===== config.mk =====
export PLATFORM = sky130hd
export DESIGN_NAME = mem_port_arbiter
export DESIGN_NICKNAME = d
export VERILOG_FILES = /design/src/rtl/mem_port_arbiter.sv
export SDC_FILE = /design/constraint.sdc
export NUM_CORES = 1
export LEC_CHECK = 0
export BUFFER_PORTS_ARGS = -buffer_cell sky130_fd_sc_hd__clkbuf_2
export CORE_ASPECT_RATIO = 1.2
export CORE_MARGIN = 5
export CORE_UTILIZATION = 29
export CTS_BUF_LIST = sky130_fd_sc_hd__clkbuf_8
export CTS_CLUSTER_SIZE = 28
export DETAILED_ROUTE_END_ITERATION = 16
export PLACE_DENSITY_LB_ADDON = 0.1
export SLEW_MARGIN = 20
export SYNTH_ARGS = -nofsm -noshare
export SYNTH_HDL_FRONTEND = slang
export SYNTH_SLANG_ARGS = --single-unit

===== constraint.sdc =====
create_clock -name clk -period 5.4 [get_ports clk]
set_clock_uncertainty 0.15 [all_clocks]
set_input_delay 1.08 -clock clk [delete_from_list [all_inputs] [get_ports clk]]
set_output_delay 1.08 -clock clk [all_outputs]
set_load 0.02 [all_outputs]

===== src/rtl/mem_port_arbiter.sv =====
// Shares one single-ported memory between fetch and data ports; one transaction in flight.
// Data wins arbitration; a run counter forces a fetch grant after MAX_DATA_RUN data grants.
module mem_port_arbiter #(
  parameter int MAX_DATA_RUN = 4,
  parameter int TIMEOUT      = 255
) (
  input  logic        clk,
  input  logic        rst,
  input  logic        i_req,
  input  logic [31:0] i_addr,
  output logic [31:0] i_rdata,
  output logic        i_ready,
  input  logic        d_req,
  input  logic        d_we,
  input  logic [31:0] d_addr,
  input  logic [31:0] d_wdata,
  output logic [31:0] d_rdata,
  output logic        d_ready,
  output logic        mem_en,
  output logic        mem_we,
  output logic [31:0] mem_addr,
  output logic [31:0] mem_wdata,
  input  logic [31:0] mem_rdata,
  input  logic        mem_rvalid,
  output logic        i_stall,
  output logic        d_stall,
  output logic        busy,
  output logic        bus_err
);

  typedef enum logic [1:0] {IDLE = 2'd0, ISSUE = 2'd1, WAIT = 2'd2} state_t;

  localparam logic [3:0] RUN_MAX  = 4'(MAX_DATA_RUN);
  localparam logic [7:0] TMO_LAST = 8'((TIMEOUT == 0) ? 0 : TIMEOUT - 1);
  localparam bit         TMO_EN   = (TIMEOUT != 0);

  state_t      state_q, state_d;
  logic        owner_q, owner_d;  // 1 = data port
  logic        we_q, we_d;
  logic [31:0] addr_q, addr_d;
  logic [31:0] wdata_q, wdata_d;
  logic [3:0]  run_q, run_d;
  logic [7:0]  tmo_q, tmo_d;
  logic [31:0] i_rdata_q, i_rdata_d;
  logic [31:0] d_rdata_q, d_rdata_d;
  logic        i_ready_q, i_ready_d;
  logic        d_ready_q, d_ready_d;
  logic        bus_err_q, bus_err_d;

  logic i_elig, d_elig, grant_i, grant_d;

  // A port's request is not re-arbitrated in the cycle its previous one completes.
  assign i_elig = i_req & ~i_ready_q;
  assign d_elig = d_req & ~d_ready_q;

  always_comb begin
    state_d   = state_q;
    owner_d   = owner_q;
    we_d      = we_q;
    addr_d    = addr_q;
    wdata_d   = wdata_q;
    run_d     = run_q;
    tmo_d     = tmo_q;
    i_rdata_d = i_rdata_q;
    d_rdata_d = d_rdata_q;
    i_ready_d = 1'b0;
    d_ready_d = 1'b0;
    bus_err_d = 1'b0;
    grant_i   = 1'b0;
    grant_d   = 1'b0;

    case (state_q)
      IDLE: begin
        grant_i = i_elig & (~d_elig | (run_q == RUN_MAX));
        grant_d = d_elig & ~grant_i;
        if (grant_i) begin
          owner_d = 1'b0;
          we_d    = 1'b0;
          addr_d  = i_addr & 32'hFFFF_FFFC;
          wdata_d = 32'h0;
          run_d   = 4'd0;
          state_d = ISSUE;
        end else if (grant_d) begin
          owner_d = 1'b1;
          we_d    = d_we;
          addr_d  = d_addr & 32'hFFFF_FFFC;
          wdata_d = d_wdata;
          if (!i_req) begin
            run_d = 4'd0;
          end else if (run_q != RUN_MAX) begin
            run_d = run_q + 4'd1;
          end
          state_d = ISSUE;
        end
      end

      ISSUE: begin
        tmo_d   = 8'd0;
        state_d = WAIT;
      end

      WAIT: begin
        if (mem_rvalid) begin
          state_d = IDLE;
          if (owner_q) begin
            d_ready_d = 1'b1;
            if (!we_q) d_rdata_d = mem_rdata;
          end else begin
            i_ready_d = 1'b1;
            i_rdata_d = mem_rdata;
          end
        end else if (TMO_EN && (tmo_q == TMO_LAST)) begin
          state_d   = IDLE;
          bus_err_d = 1'b1;
          if (owner_q) begin
            d_ready_d = 1'b1;
            d_rdata_d = 32'h0;
          end else begin
            i_ready_d = 1'b1;
            i_rdata_d = 32'h0;
          end
        end else begin
          tmo_d = tmo_q + 8'd1;
        end
      end

      default: state_d = IDLE;
    endcase
  end

  always_ff @(posedge clk or posedge rst) begin
    if (rst) begin
      state_q   <= IDLE;
      owner_q   <= 1'b0;
      we_q      <= 1'b0;
      addr_q    <= 32'h0;
      wdata_q   <= 32'h0;
      run_q     <= 4'd0;
      tmo_q     <= 8'd0;
      i_rdata_q <= 32'h0;
      d_rdata_q <= 32'h0;
      i_ready_q <= 1'b0;
      d_ready_q <= 1'b0;
      bus_err_q <= 1'b0;
    end else begin
      state_q   <= state_d;
      owner_q   <= owner_d;
      we_q      <= we_d;
      addr_q    <= addr_d;
      wdata_q   <= wdata_d;
      run_q     <= run_d;
      tmo_q     <= tmo_d;
      i_rdata_q <= i_rdata_d;
      d_rdata_q <= d_rdata_d;
      i_ready_q <= i_ready_d;
      d_ready_q <= d_ready_d;
      bus_err_q <= bus_err_d;
    end
  end

  assign mem_en    = (state_q == ISSUE);
  assign mem_we    = we_q;
  assign mem_addr  = addr_q;
  assign mem_wdata = wdata_q;
  assign i_rdata   = i_rdata_q;
  assign d_rdata   = d_rdata_q;
  assign i_ready   = i_ready_q;
  assign d_ready   = d_ready_q;
  assign bus_err   = bus_err_q;
  assign busy      = (state_q != IDLE);
  assign i_stall   = i_req & ~i_ready_q;
  assign d_stall   = d_req & ~d_ready_q;

endmodule


# After elaboration in Yosys (flattened, before gate mapping)
# Index checks and enable logic that the tools add are counted.
# totals
reg_bits,147
input_bits,134
output_inout_bits,136
elab_cells,86
# op_classes
n_bitwise,10
addsub,2
eq_ne,11
mux,40
n_reduce_logical,11
# op_table
op,n
32-bit two-way mux,13
4-bit two-way mux,4
8-bit two-way mux,2
8-bit one-hot mux with 2 select lines,1
1-bit two-way mux,15
3-bit AND reduction,3
8-bit by 1-bit adder with 8-bit output (second input constant),1
8-bit equality test (second input constant),1
2-bit two-way mux,4
2-bit nonzero test,4
2-bit != test (second input constant),3
3-bit != test (second input constant),2
2-bit one-hot mux with 3 select lines,1
1-bit inverter,5
4-bit by 1-bit adder with 4-bit output (second input constant),1
1-bit bitwise AND,4
4-bit by 3-bit equality test with 1-bit output (second input constant),1
4-bit by 3-bit != test with 1-bit output (second input constant),1
2-bit AND reduction,2
4-bit AND reduction,1
3-bit by 1-bit != test with 1-bit output (second input constant),1
2-bit by 1-bit equality test with 1-bit output (second input constant),1
2-bit equality test (second input constant),1
2-bit logical NOT,1
1-bit bitwise OR,1

# Depth between registers and ports, before layout
# depth
ltp_word,10
depth_mapped,8
ltp_nobuf,6

# Worst setup path after synthesis
# Ideal clock, no wire load.
# synth_timing
path_kind,input port to output port
start,input d_req
end,output d_stall
cell_stages,3
t_required_ns,4.170
slack_ns,2.733
arrival_time_ns,1.437
path_buffers,1
path_cell_list,nand2b_1 buf_2 inv_1
# synth_via
elab_chain_len,1
# synth_rtl
item,line,rtl
"start, declared",13,"input logic d_req,"
1-bit bitwise AND,172,assign d_stall = d_req & ~d_ready_q;
"end, declared",26,"output logic d_stall,"
# No other way between the ends.

# Worst setup path after layout
# Ends and elaborated chain as after synthesis.

==> flow_summary.toml <==
[run_status]
status = "completed"

[setup_path]
startpoint_type = "input port"
reg2reg_depth = 6
slowest_delay_ns = 0.31
reg2reg_to = "d_rdata[13]$_DFFE_PP0P_"
reg2reg_slack_ns = 2.71
worst-path-buf-inv = 3
cpMaxStageDelayCell = "nand2b_1"
critPathCaptureType = "output pin"
cp_common_cell = "clkbuf_2"
reg2reg_from = "tmo_q[0]$_DFFE_PP0P_"
path_cells = "clkbuf_2 > nand2b_1 > inv_1 > clkbuf_2"
path_max_fanout = 7
criticalPathCategory = "input port to output pin"
worstPathRequired_ns = 4.17
cp_num_cells = 4
cp_data_arrival_time_ns = 1.84
crit_family = "buffers and inverters"

[clock_tree]
clkSlewWorstSetupHoldPaths_ns = 0.08
cts_buffers = 17
htreeDepth = 4
cts_sinks = 145
cts_resized = 0
cts_tree = "yes"
insertion_delay_ns = 0.44
clock-root-buffer = "clkbuf_8"
cts_setup_buffers = 0
postCtsHoldBufs = 0
clk_path_buf_depth = 2

[yosys]
synth_most_common_cell = "dfrtp_1"
async_flop_share_pct = 100
yosysSeqAreaShare_pct = 54.7
syn_area_um2 = 6640
avgSynthCellArea_um2 = 10.4
postSynthCellCount = 637
ys_types = 48
synthFlopType = "dfrtp_1"
ys_warn_count = 0
yosys-top-cells-area = "dfrtp_1, mux2i_1, a22o_1"
ys_seq_elements = 145
netlist_top_cells_count = "dfrtp_1, nand2_1, a22o_1"
synth.largest_area_cell = "dfrtp_1"
yosysTopAreaCellShare_pct = 54.7
synth_edf_count = 0

[pwr]
fin_total_pwr_mw = 4.95
leakage_nw = 4.49
clkPwrFrac_pct = 17.1
pwr-share-seq_pct = 37.2
p_int_mw = 2.73
ir_drop_mv = 0.194
sw_frac_of_total_pct = 44.8
combPwrFrac_pct = 45.7
switchingPower_mw = 2.22
power_density_nw_per_um2 = 580

[sta]
finalSetupViolCount = 0
setup_slack_ns = 2.33
worst_pin_slew_ns = 1.02
worst_hold_slack_ns = 0.316
hold_viol_final = 0
tns_ns = 0
period_share_pct = 56.9
fin_crit_ns = 3.07
grt_setup_unrepaired = "no"
maxSlewViolCount = 0
relSlewSlack_pct = 32.0
fmax_ghz = 0.325

[run]
drv_cap = 0

[finish]
design_area_um2 = 8530
finalNetCount = 1025
area_growth_pct = 28.6
drive_above_1_share_pct = 35.6
fillers = 2337
stdcell_count = 1177
fin_util_pct = 37.9

[die]
ioPinCount = 270
die_area_um2 = 26000
rows = 60
core-area_um2 = 22500
fp.dieH_um = 176
die_x_um = 148
start_util_pct = 29.5

[detailed_routing]
wirelength_mm = 19.7
wl_per_cell_um = 16.8
drc = 0
vias = 5440
drtIter0Drc = 170
firstDrtPassIters = 4
viasPerCell = 4.62
antenna_left = 0

[placed_design]
place.port_buffers = 263
dp_slack_ns = 2.20
hpwl_mm = 13.5
place_area_um2 = 8160
dp_cells = 1144
gp_congestion = 0.749

[global_routing]
grtUsageTotal_pct = 15.2
grt_pass1_wl_mm = 31.2
antenna_found_initial = 1
grt_max_degree = 95
grt_overflow = 0
grt_pass1_vias = 5575

[min_path]
worstHoldStart = "mem_wdata[0]$_DFFE_PP0P_"
holdPathStages = 2
holdPathEnd = "mem_wdata[0]$_DFFE_PP0P_"
hold_path.class = "flop to flop"
-- flip-flops by register name (all words and copies together) (netlist names) --
register   count
bus_err        1
d_rdata       32
d_ready        1
i_rdata       32
i_ready        1
mem_addr      30
mem_wdata     32
mem_we         1
owner_q        1
run_q          4
state_q        2
tmo_q          8
-- layer usage --
| metal | vias to the layer above | GRT usage [%] | wire [µm] |
|---|---|---|---|
| met5 | - | 0 | 0 |
| met4 | 0 | 4.70 | 338 |
| met3 | 17 | 4.18 | 1060 |
| met2 | 147 | 26.4 | 10200 |
| met1 | 2581 | 18.2 | 8110 |
| li1 | 2695 | - | - |
-- worst max path at each step --
stage               startpoint                 endpoint  slack [ns]
floorplan                  rst        bus_err$_DFF_PP0_        0.28
global placement    mem_rvalid  i_rdata[16]$_DFFE_PP0P_        2.21
detailed placement  mem_rvalid  i_rdata[28]$_DFFE_PP0P_        2.20
CTS                      d_req                  d_stall        2.33
global route             d_req                  d_stall        2.27
finish                   d_req                  d_stall        2.33
-- worst min-delay path, cell delays in order (launching register included) --
cell	delay, ns
dfrtp_1	0.35
nand2_1	0.05
nand2_1	0.04
-- logic make-up after synthesis --
kind of cell | share of synthesized area (%)
and+or+nand+nor | 14.1
DFF | 54.7
AOI/OAI and AO/OA | 13.7
buffers and inverters | 6.37
muxes | 9.84
adders and majority gates | 1.32
other | 0.0565
-- cells in the final DEF, fill, tap and decap left out, drive strengths merged, types with 3 or more instances in the layout --
| cell | n |
|---|---|
| nor3 | 4 |
| mux2i | 63 |
| ha | 7 |
| a22o | 64 |
| nor2 | 4 |
| buf | 9 |
| nand2 | 140 |
| or4 | 3 |
| dfrtp | 145 |
| nand3 | 44 |
| a21oi | 6 |
| clkinvlp | 3 |
| clkbuf | 281 |
| inv | 47 |
| o21ai | 33 |
| a31oi | 4 |
| nand4 | 6 |
| clkinv | 7 |
-- power by group through the flow --
stage	logic [mW]	clock network [mW]	registers [mW]
after detailed placement	2.33	0	1.86
after global placement	2.31	0	1.86
after global routing	2.49	0.921	1.91
after floorplan	0.982	0	2.37
after CTS	2.33	0.883	1.85
final	2.26	0.845	1.84
-- area by class of cell --
type	count	area [µm²]	area share [%]
clock buffers	18	248	2.90
multi-input cells	404	2620	30.7
well taps	279	349	4.09
flip-flops and latches	145	3630	42.5
inverters	44	170	1.99
clock inverters	14	129	1.51
repair buffers	272	1380	16.2
diodes	1	2.50	0.0293
No activity file was read; power rests on OpenSTA's default activity.
